$ cat src/rtl/vga_timing_gen.sv
// VGA raster timing generator: h/v counters, registered hsync/vsync/de and image-window coordinates.
// Build option VGA_TIMING_ROM_ALIGN_EN delays hsync/vsync/de by one pixel tick to line up with the image ROM.
module vga_timing_gen #(
    parameter int   H_ACTIVE = 640,
    parameter int   H_FP     = 16,
    parameter int   H_SYNC   = 96,
    parameter int   H_BP     = 48,
    parameter int   V_ACTIVE = 480,
    parameter int   V_FP     = 10,
    parameter int   V_SYNC   = 2,
    parameter int   V_BP     = 33,
    parameter logic SYNC_POL = 1'b0,
    parameter int   IMG_X0   = 270,
    parameter int   IMG_Y0   = 190,
    parameter int   IMG_W    = 100,
    parameter int   IMG_H    = 100
) (
    input  logic        clk,
    input  logic        rst,
    input  logic        pix_ce,
    output logic        hsync,
    output logic        vsync,
    output logic        de,
    output logic        img_valid,
    output logic [15:0] x,
    output logic [15:0] y,
    output logic        frame_start
);
    localparam logic [15:0] H_LAST = 16'(H_ACTIVE + H_FP + H_SYNC + H_BP - 1);
    localparam logic [15:0] V_LAST = 16'(V_ACTIVE + V_FP + V_SYNC + V_BP - 1);
    localparam logic [15:0] H_ACT  = 16'(H_ACTIVE);
    localparam logic [15:0] V_ACT  = 16'(V_ACTIVE);
    localparam logic [15:0] HS_BEG = 16'(H_ACTIVE + H_FP);
    localparam logic [15:0] HS_END = 16'(H_ACTIVE + H_FP + H_SYNC);
    localparam logic [15:0] VS_BEG = 16'(V_ACTIVE + V_FP);
    localparam logic [15:0] VS_END = 16'(V_ACTIVE + V_FP + V_SYNC);
    localparam logic [15:0] X_BEG  = 16'(IMG_X0);
    localparam logic [15:0] X_END  = 16'(IMG_X0 + IMG_W);
    localparam logic [15:0] Y_BEG  = 16'(IMG_Y0);
    localparam logic [15:0] Y_END  = 16'(IMG_Y0 + IMG_H);

    logic [15:0] h_cnt, v_cnt, h_nxt, v_nxt, x_nxt, y_nxt;
    logic        wrap, de_nxt, img_nxt, hs_nxt, vs_nxt;
    logic        hs_q, vs_q, de_q;

    // Decode from the next counter values so registered outputs describe the counters they land with.
    always_comb begin
        h_nxt = h_cnt + 16'd1;
        v_nxt = v_cnt;
        wrap  = 1'b0;
        if (h_cnt == H_LAST) begin
            h_nxt = '0;
            if (v_cnt == V_LAST) begin
                v_nxt = '0;
                wrap  = 1'b1;
            end else begin
                v_nxt = v_cnt + 16'd1;
            end
        end
        de_nxt  = (h_nxt < H_ACT) && (v_nxt < V_ACT);
        img_nxt = de_nxt && (h_nxt >= X_BEG) && (h_nxt < X_END)
                         && (v_nxt >= Y_BEG) && (v_nxt < Y_END);
        hs_nxt  = ((h_nxt >= HS_BEG) && (h_nxt < HS_END)) ? SYNC_POL : ~SYNC_POL;
        vs_nxt  = ((v_nxt >= VS_BEG) && (v_nxt < VS_END)) ? SYNC_POL : ~SYNC_POL;
        x_nxt   = img_nxt ? (h_nxt - X_BEG) : '0;
        y_nxt   = img_nxt ? (v_nxt - Y_BEG) : '0;
    end

    always_ff @(posedge clk or posedge rst) begin
        if (rst) begin
            h_cnt       <= '0;
            v_cnt       <= '0;
            hs_q        <= ~SYNC_POL;
            vs_q        <= ~SYNC_POL;
            de_q        <= 1'b0;
            img_valid   <= 1'b0;
            x           <= '0;
            y           <= '0;
            frame_start <= 1'b0;
        end else if (pix_ce) begin
            h_cnt       <= h_nxt;
            v_cnt       <= v_nxt;
            hs_q        <= hs_nxt;
            vs_q        <= vs_nxt;
            de_q        <= de_nxt;
            img_valid   <= img_nxt;
            x           <= x_nxt;
            y           <= y_nxt;
            frame_start <= wrap;
        end else begin
            frame_start <= 1'b0;
        end
    end

`ifdef VGA_TIMING_ROM_ALIGN_EN
    // Extra pixel stage so sync/de meet ROM data that arrives one tick after x/y.
    always_ff @(posedge clk or posedge rst) begin
        if (rst) begin
            hsync <= ~SYNC_POL;
            vsync <= ~SYNC_POL;
            de    <= 1'b0;
        end else if (pix_ce) begin
            hsync <= hs_q;
            vsync <= vs_q;
            de    <= de_q;
        end
    end
`else
    assign hsync = hs_q;
    assign vsync = vs_q;
    assign de    = de_q;
`endif

endmodule
$ cat config.mk
export PLATFORM = sky130hd
export DESIGN_NAME = vga_timing_gen
export DESIGN_NICKNAME = d
export VERILOG_FILES = /design/src/rtl/vga_timing_gen.sv
export SDC_FILE = /design/constraint.sdc
export NUM_CORES = 1
export LEC_CHECK = 0
export CAP_MARGIN = 20
export CORE_UTILIZATION = 35
export DETAILED_ROUTE_END_ITERATION = 10
export SLEW_MARGIN = 25
export SYNTH_ARGS = -nofsm -noshare
export SYNTH_HDL_FRONTEND = slang
export SYNTH_SLANG_ARGS = --single-unit
$ cat constraint.sdc
create_clock -name clk -period 4.1 [get_ports clk]
set_clock_uncertainty 0.05 [all_clocks]
set_input_delay 0.82 -clock clk [delete_from_list [all_inputs] [get_ports clk]]
set_output_delay 0.82 -clock clk [all_outputs]
set_load 0.02 [all_outputs]
==> run summary, run 1 <==
The run finished with clean final reports. For the total clock buffers created by CTS, the log shows 9. After detailed routing, the total wire length is 12770 um. The number of nets at the end of the flow came out at 569. The tools report the post-synthesis instance area as 4717 sq um. The power density over the cells was 426.0 nW/um^2; the reg2reg setup slack was 0.25 ns. In this run the clock root is driven by a clkbuf_16. The worst setup path is of the reg -> reg kind. The tools report the placed cell count as 724. CTS built an H-tree with a depth of 3.

The via count of the first global-routing pass is 4029. The die extent in y came out at 118.1 um. The number of antenna violations at the first check in global routing came out at 0. Max-cap violations in this run came to 0. Number of vias per cell: 5.685. The worst reg2reg path startpoint is h_cnt[11]. The peak fanout along the critical path is 24, and the setup TNS is 0 ns. Clock tree synthesis found a total of 69 sinks. At the later pin of the worst-skew pair, clock insertion delay measures 0.34 ns. The endpoint identified for the worst register-to-register timing path is x[7]. In this run the deepest clock path goes through 2 buffers. In the final routed layout, each cell accounts on average for 17.25 um.

The post-DP HPWL was 9120 um. Measured in cells, the most critical reg-to-reg path has a length of 8. The final instance count without filler cells is 740. Global routing used 19.06% of the available tracks across all layers. The final weighted congestion of routability-driven global placement was 0.9203. Once the floorplan was initialized, standard cells occupied 35.76% of the core. Gate family responsible for the most delay along the worst path: simple AND/OR/NAND/NOR gates. For the data arrival time of the critical path, the log shows 3.99 ns.

Ranked by total cell area, the synthesized netlist is headed by dfrtp_1 (36%), xnor2_1 (8.0%), nand2_1 (5.0%). The async set-or-reset flop fraction in the synthesized netlist was 100.0%; the count of cells resized by post-cts repair was 0. The antenna diode instance count is 0, and the largest incremental delay on the critical path is 0.77 ns. The tools report the vias after detailed routing as 4207.

Pin placement for this block handled 40 I/O pins. For this run, design rule violations remaining after detail routing come to 0. The commonest cells after synthesis are dfrtp_1 (67), nand2_1 (63), xnor2_1 (43). Timing would allow up to 0.2598 GHz.

The total overflow reported by the global router is 0. The completed layout was analyzed and its total power is 2.359 mW. Critical path endpoint category: a register. Summing the sequential cell areas from Yosys gives 36.66% of the chip area.

TritonCTS built the clock tree. The endpoint with the worst hold slack was x[11]. The maximum number of pins on one net before global-route repair is 42, and the pin slew with the least headroom to its limit is 0.7276 ns. The share of layout cells above drive strength 1 is 9.397%, and the required time of the worst setup path is 4.24 ns. In this run the worst hold path is classified as reg -> reg. Counting both buffers and inverters, the worst setup path holds a total of 0. The most common cell in the synthesized netlist is dfrtp_1. Setup violations remaining at the end of the flow were counted as 0.

In this run the tightest slew margin relative to its limit is 51.26%. Setup repair after global routing left no endpoint under its margin. The logs give 0 for the number of max-slew violations in the final report and 13190 sq um for the core area.

Compared with the post-synthesis result, the final layout area differs by 17.40%. For the total iterations of the first detailed-routing run, the log shows 5. The worst-case IR drop observed on VDD is 0.3494 mV.

The average instance area after synthesis came out at 8.751 sq um. Post-CTS timing repair inserted 0 buffers for setup. The cell count after synthesis came out at 539. Overall die width: 118.1 um.

The die covers 13950 sq um. For this run, the leading register cell type out of synthesis is dfrtp_1. Of the post-synthesis cell area, the dominant cell type holds 35.54%.

The first-pass GRT wire length is 20960 um, and the hold buffer count at CTS is 0. Once detail routing completed, the nets flagged for antenna violations numbered 0. The instance count along the most critical hold path was 1.

Synthesis produced a netlist with a net count of 549. The tools report the total of warnings raised by yosys as 0. The cell type of the slowest stage on the worst timing path was or4_1. Counting I/O delays and the setup requirement, the final critical path takes 3.849 ns. STA classifies the critical path startpoint as a register. The signal on the critical path passes through or4b_1, or4_1, nor3_4, xnor2_1, o31a_1, o21ai_4, o211ai_4, o2bb2ai_1. The flip-flop and latch count after synthesis works out to 69. Floorplan row count: 42. The analysis attributes to cell leakage a power of 2.137 nW. After clock tree synthesis, the clock-pin slew on the worst setup and hold paths is 0.06 ns. The final critical path takes up 93.87% of the cycle. The biggest area contributor in the post-synthesis netlist is dfrtp_1.

Buffers placed on the I/O ports in this run total 39. Once layout is complete, the utilization of the core stands at 41.98%. In this run the most critical hold path is launched from x[11]. For the number of failing hold endpoints at the final stage, the log shows 0. The distinct cell type count after synthesis was 65; the initial DRC count was 316. Yosys mapped a number of flops with a built-in enable equal to 0.
[final cells by class]
cell class | count | area [sq um]
fillers | 1307 | 7652
well taps | 176 | 220.2
inverters | 11 | 41.29
clock inverters | 7 | 75.07
clock buffers | 9 | 225.2
flip-flops and latches | 69 | 1729
multi-input cells | 414 | 2749
repair buffers | 54 | 498.0
[flip-flops by register name, summed over array words and instances, names as in the netlist]
signal       flops
vsync            1
v_cnt           16
frame_start      1
hsync            1
h_cnt           16
de               1
img_valid        1
y               16
x               16
[cells by family after synthesis]
group	after synthesis	share of synthesized area, %
compound gates	140	21.75
xor+xnor	58	10.77
fa+ha+maj	7	1.857
buf+inv	56	5.066
flops	69	36.66
mux	6	1.353
simple gates	203	22.55
[power breakdown]
group	leakage, nW	total (mW)	internal (mW)	switching (mW)
clock network	0.150	0.792	0.474	0.318
registers	0.919	0.823	0.726	0.0968
logic	1.07	0.744	0.299	0.445
[worst max path at each step]
stage	startpoint	end	slack, ns	depth (start not counted)
floorplan	h_cnt[6]	img_valid	0.65	13
global placement	h_cnt[11]	x[5]	0.42	8
detailed placement	h_cnt[11]	x[7]	0.22	8
CTS	h_cnt[11]	x[7]	0.25	8
global route	h_cnt[11]	y[9]	0.02	8
finish	h_cnt[11]	x[7]	0.25	8
[stage by stage]
stage / hold WS, ns / worst slack (ns) / instance area (sq um)
4_1_cts: 0.4428 / 0.2476 / 5538
6_report: 0.4342 / 0.2512 / 5538
3_5_place_dp: 0.4223 / 0.2230 / 5238
5_1_grt: 0.4496 / 0.01927 / 5538
3_3_place_gp: 0.4188 / 0.4157 / 5238
2_1_floorplan: 0.4520 / 0.6486 / 4717
[layer usage]
metal	routed length, um	share of wire (%)	track usage, %
met3	567	4.4	3.295
met1	5784	45	25.43
met2	6145	48	30.66
met4	270	2.1	7.372
met5	0	0	0
[cell usage in the layout (no fill, tap or decap), types with 5 or more instances in the layout]
cell / instances
inv_1: 10
nand3_1: 26
nand4_1: 10
a21boi_0: 5
clkbuf_16: 9
dfrtp_1: 67
clkdlybuf4s50_1: 38
o2bb2ai_1: 26
a211oi_1: 5
ha_1: 7
o31ai_1: 11
nor2_1: 29
o211ai_1: 5
and2_1: 7
nor4_1: 10
nand2_1: 63
xor2_1: 15
buf_4: 15
nor3_1: 14
a21oi_1: 19
xnor2_1: 43
o31a_1: 5
o21ai_0: 29
and3_1: 10
a31oi_1: 6
or3_1: 5
Power figures use the tool's default switching activity.
==> run 2, diff against run 1 <==
--- a/config.mk
+++ b/config.mk
@@ -6,6 +6,7 @@
 export NUM_CORES = 1
 export LEC_CHECK = 0
 export CAP_MARGIN = 20
+export CORE_MARGIN = 3
 export CORE_UTILIZATION = 35
 export DETAILED_ROUTE_END_ITERATION = 10
 export SLEW_MARGIN = 25
==> run summary, run 2 (synthesis gave the netlist of run 1 again) <==
TritonCTS created 9 clock buffers. Data on the critical path is required at its endpoint by 4.29 ns. After clock tree synthesis, the repair step resized 0 gates. In the routed design, unresolved DRC markers number 0. The pin slew with the least headroom to its limit is 0.8516 ns, and the hold buffer count at CTS is 0. Placed cell count: 721. Static timing analysis puts the maximum clock frequency at 0.2690 GHz.

Net switching is 34.78% of the power. The final instance count without filler cells was 737; the final cell utilization of the core was 43.30%. The worst-case IR drop observed on VDD is 0.2628 mV. The die is 122.1 um wide. Power density over the cells: 432.9 nW/um^2. In this run the clock root is driven by a clkbuf_16. The total of buffers placed on input and output ports is 39. Using the TritonRoute via totals, the vias-per-cell ratio works out to 5.707.

Data on the critical path arrives at its endpoint at 3.91 ns. The classification of the worst-slack hold path was reg -> reg. The worst setup path is captured at a register.

The library cell used most frequently in the layout, excluding fill and tap cells, is dfrtp_1. The tools report the number of antenna violations at the first check in global routing as 0. Of the total power, combinational logic draws 31.2%. The core region is 12880 sq um. The total iterations of the first detailed-routing run is 5, and the first-pass GRT wire length is 21290 um. For the setup fix buffers added after clock tree synthesis, the log shows 0.

Total routed wirelength: 12710 um. In the final layout, the share of cells above drive strength 1 is 9.381%. After clock tree synthesis, the clock-pin slew on the worst setup and hold paths is 0.05 ns. For this design the total switching power over the nets is 0.8395 mW. TritonCTS built the clock tree. The worst path in the final design needs a cycle of 3.717 ns, including I/O delays and setup. The tools report the post-DP HPWL as 9121 um. For the setup TNS, the log shows 0 ns. The met2 global-route usage is 29.39%. For this configuration, the core starts out at a cell density of 36.63%. The post-placement setup slack was 0.2715 ns; the number of top-level pins was 40.

Entering global routing, the biggest net connects 57 pins. The logs give 0 for the number of max-slew violations in the final report and 1246 for the number of fillers in the final layout. Relative to the synthesized area, the layout overhead comes to 18.20%. The overall fraction of global-route tracks in use was 17.99%; the peak fanout along the critical path was 24. The tools report the number of failing setup endpoints in the final timing report as 0. For this run, global-route usage on met1 was measured as 23.86%. After the last flow step, the layout net total stands at 570. The tools report the via count of the first global-routing pass as 4155. The clock network is responsible for 34.7% of the overall power. Critical path launch point type: a register. After global routing, the most crowded layer is met2. Registers are responsible for 34.1% of the overall power. The congestion estimate from routability-driven global placement came to 0.8829. The run gives 0.3827 ns as the least setup slack across all paths after layout.

The antenna diode instance count is 0. The routed layout has 4206 vias. After detailed routing, the average wire length per cell comes to 17.24 um. In this run, the number of DRC markers left after iteration 0 of detailed routing was 261. The top cell types in the final layout, fill and taps aside, are dfrtp_1 (67), nand2_1 (63), xnor2_1 (43). For this design the static power due to leakage is 2.148 nW.

The die covers 14910 sq um. The antenna violation net count after detailed routing is 0, and the met3 layer usage reported by global route is 3.621%. The run gives 2.414 mW as the total power.

The floorplan has 41 rows. By startpoint and endpoint, the worst setup path is classified as reg -> reg. The later pin in the worst-skew pair is clocked with a latency of 0.34 ns. The largest buffer count on any clock path came out at 2. The worst slew slack as a fraction of its limit is 43.16%. The cell internal power dissipation was 1.574 mW. The flow ran to the end, and the final reports show no timing, DRC or antenna violations. For the number of failing hold endpoints at the final stage, the log shows 0.

Global routing finished with a remaining overflow of 0. The clock drives 69 sinks. The die is 122.1 um tall. The logs give 3 for the H-tree level count and 0 for the number of maximum-capacitance constraint violations. Setup repair after global routing left no endpoint under its margin.

The post-route fraction of the period consumed by the critical path came out at 90.67%.
run 2: cell types whose count changed in the layout (fill, tap and decap cells not counted), sizes merged:
| cell | delta |
|---|---|
| inv | -2 |
| buf | +1 |
| clkbuf | +3 |
| bufinv | +1 |
| clkinv | -3 |
| clkinvlp | +1 |
run 2: layer usage:
metal  up-vias  part of all wire, %
li1       2003                    -
met1      2053                   45
met2       129                   48
met3        21                  5.0
met4         0                  1.9
met5         -                    0
run 2: worst max-delay path: stages (launching register included):
cell and delay [ns]:
dfrtp_1 0.48, or4b_1 0.64, or4_4 0.61, buf_4 0.22, nor4_1 0.27, a21oi_1 0.18, o31a_1 0.37, o21ai_4 0.21
o211ai_4 0.28, o31ai_1 0.32
run 2: cell type report:
cell class	count	area, sq um	share of cell area, %
Clock inverter	4	72.57	1.302
Sequential cell	69	1729	31.01
Inverter	11	42.54	0.7630
Timing Repair Buffer	55	508.0	9.111
Clock buffer	12	246.5	4.421
Tap cell	172	215.2	3.860
Multi-Input combinational cell	414	2761	49.53
run 2: stage by stage:
stage	area, sq um	hold WS, ns
after floorplan	4717	0.4520
after global placement	5240	0.4203
after detailed placement	5240	0.4286
after CTS	5559	0.4414
after global routing	5575	0.4544
final	5575	0.4385
run 2: path summary, 6_finish.rpt:
path	start	endpoint	slack [ns]	cells past startpoint
max in group asynchronous	rst	vsync	2.34	3
hold reg to reg	x[15]	x[15]	0.44	1
setup reg to reg	h_cnt[11]	x[9]	0.38	9
hold / removal	x[15]	x[15]	0.44	1
setup / recovery	h_cnt[11]	x[9]	0.38	9
min in group asynchronous	rst	x[5]	0.90	2
run 2: power groups by stage:
stage / Clock [mW] / Combinational (mW) / Sequential, mW
final: 0.838 / 0.752 / 0.823
after global routing: 0.884 / 0.838 / 0.836
after CTS: 0.858 / 0.747 / 0.821
after detailed placement: 0 / 0.743 / 0.833
after global placement: 0 / 0.736 / 0.830
after floorplan: 0 / 0.611 / 0.779
==> run 3, diff against run 2 <==
--- a/config.mk
+++ b/config.mk
@@ -9,6 +9,7 @@
 export CORE_MARGIN = 3
 export CORE_UTILIZATION = 35
 export DETAILED_ROUTE_END_ITERATION = 10
+export REMOVE_ABC_BUFFERS = 1
 export SLEW_MARGIN = 25
 export SYNTH_ARGS = -nofsm -noshare
 export SYNTH_HDL_FRONTEND = slang
==> run summary, run 3 (synthesis gave the netlist of run 1 again) <==
After floorplanning, the core was divided into 41 placement rows. Once the clock tree was built, the resizer swapped 0 gates to a different size. The TritonCTS sink count is 69, and the H-tree level count is 3.

After detailed routing, the average wire length per cell comes to 17.53 um. The tools report the clock root buffer as clkbuf_16. The power density over the cells was 416.8 nW/um^2.

For this design the top-level I/O count stands at 40. The first routing iteration left 261 violations. The data arrival time of the critical path was 3.91 ns.

The critical path launch point type is a register. TritonCTS built the clock tree. The top cell types in the final layout, fill and taps aside, are dfrtp_1 (67), nand2_1 (63), xnor2_1 (43).

The final cell utilization of the core is 43.04%, and the total power is 2.310 mW. Measured against its own limit, the worst slew margin works out to 50.21%. Routability-driven placement finished with a final weighted congestion of 0.9391.

In the final design database the tool counted 571 nets. In this run the deepest clock path goes through 2 buffers. The tools report the number of remaining DRC errors as 0. The total iterations of the first detailed-routing run is 4. Clock-pin slew was measured on the worst setup and hold paths at 0.06 ns. The later pin in the worst-skew pair is clocked with a latency of 0.35 ns.

The worst path uses 91.22% of the clock period. The count of buffers added on input and output ports is 39. The commonest non-fill, non-tap cell in the layout was dfrtp_1. STA puts the critical path data required time at 4.27 ns. The leakage component of the power was 2.137 nW. Final critical path time including I/O delays and setup: 3.740 ns. Buffers inserted during clock tree synthesis total 9.

Full die area: 14910 sq um. The number of hold buffers added after CTS was 0. The tools report the overall fraction of global-route tracks in use as 18.15%. Detailed routing inserted a total of 4200 vias. The min-delay analysis places its worst path in the category reg -> reg. The number of antenna violations at the first check in global routing is 0. Buffers added to address setup during post-CTS repair amount to 0.

Of the cells placed in the final design, the portion with a size suffix greater than 1 is 9.364%. Setup repair after global routing left no endpoint under its margin. Maximum number of pins on one net before global-route repair: 46. The antenna violation net count after detailed routing came out at 0. The core area is 12880 sq um. Via count of the first global-routing pass: 4161. The die extent in y came out at 122.1 um.

Placed cell count: 722. Setup violations remaining at the end of the flow were counted as 0. The pin slew with the least headroom to its limit was 0.7469 ns.

The flow ran to the end, and the final reports show no timing, DRC or antenna violations. The number of vias per cell was 5.691; the peak fanout along the critical path was 13. Detailed placement finished with a half-perimeter wire length of 8982 um.

The run gives 0.2674 GHz as the maximum clock frequency. The critical path is of the reg -> reg type. The worst setup path is captured at a register. Across the VDD grid, the largest voltage drop is 0.2401 mV. The tools report the final instance count without filler cells as 738.

The setup TNS was 0 ns. Summed over all layers, the routed wires come to 12940 um. The number of antenna diodes in the final layout is 0. The number of failing hold endpoints at the final stage was 0. The overall die width is 122.1 um. The number of max-slew violations in the final report is 0, and the first-pass GRT wire length is 21530 um. After global routing the overflow that remains totals 0.

Max-cap violations in this run came to 0. The effective utilization at floorplan is 36.63%, and the post-synthesis to final-layout area growth is 17.48%.
## run 3: cell types whose count changed in the layout (fill, tap and decap cells not counted), sizes merged
cell	before	now
bufinv	2	0
buf	17	18
inv	10	11
clkbuf	12	13
## run 3: final timing paths
path | to | depth (start not counted) | from | slack, ns
setup reg to reg | y[13] | 10 | h_cnt[11] | 0.36
max in group asynchronous | y[6] | 3 | rst | 2.67
min in group asynchronous | v_cnt[8] | 3 | rst | 0.80
hold / removal | x[0] | 1 | x[0] | 0.43
setup / recovery | y[13] | 10 | h_cnt[11] | 0.36
hold reg to reg | x[0] | 1 | x[0] | 0.43
## run 3: critical path, stage by stage, from the launching register on
cell and delay [ns]:
dfrtp_1 0.49, or4b_1 0.60, or4_1 0.77, nor2_1 0.21, a21o_1 0.17, ha_1 0.19
inv_1 0.09, or3_1 0.43, nand2_1 0.11, xor2_1 0.36, o2bb2ai_1 0.13
## run 3: metal layers
metal  wire length, um  vias up  part of all wire, %  GRT usage (%)
met5                 0        -                    0              0
met4               222        0                  1.7          5.598
met3               579       21                  4.5          3.807
met2              6446       91                   50          30.32
met1              5689     2082                   44          23.59
li1                  -     2006                    -              -
## run 3: metrics by stage
step | area [sq um] | hold WS (ns) | worst slack, ns
after floorplan | 4519 | 0.4519 | 0.3774
final | 5542 | 0.4325 | 0.3601
after detailed placement | 5260 | 0.4228 | 0.3816
after global routing | 5542 | 0.4519 | 0.04272
after CTS | 5542 | 0.4389 | 0.3944
after global placement | 5260 | 0.4239 | 0.4453
## run 3: cell type report
class	count	area, sq um
Inverter	11	41.29
Timing Repair Buffer	56	525.5
Clock buffer	13	260.3
Fill cell	1278	7335
Multi-Input combinational cell	414	2749
Clock inverter	3	21.27
Tap cell	172	215.2
Sequential cell	69	1729
## run 3: power by group
part	leakage, nW	switching [mW]	internal, mW
registers	0.919	0.0934	0.727
clock network	0.136	0.303	0.443
logic	1.08	0.447	0.296
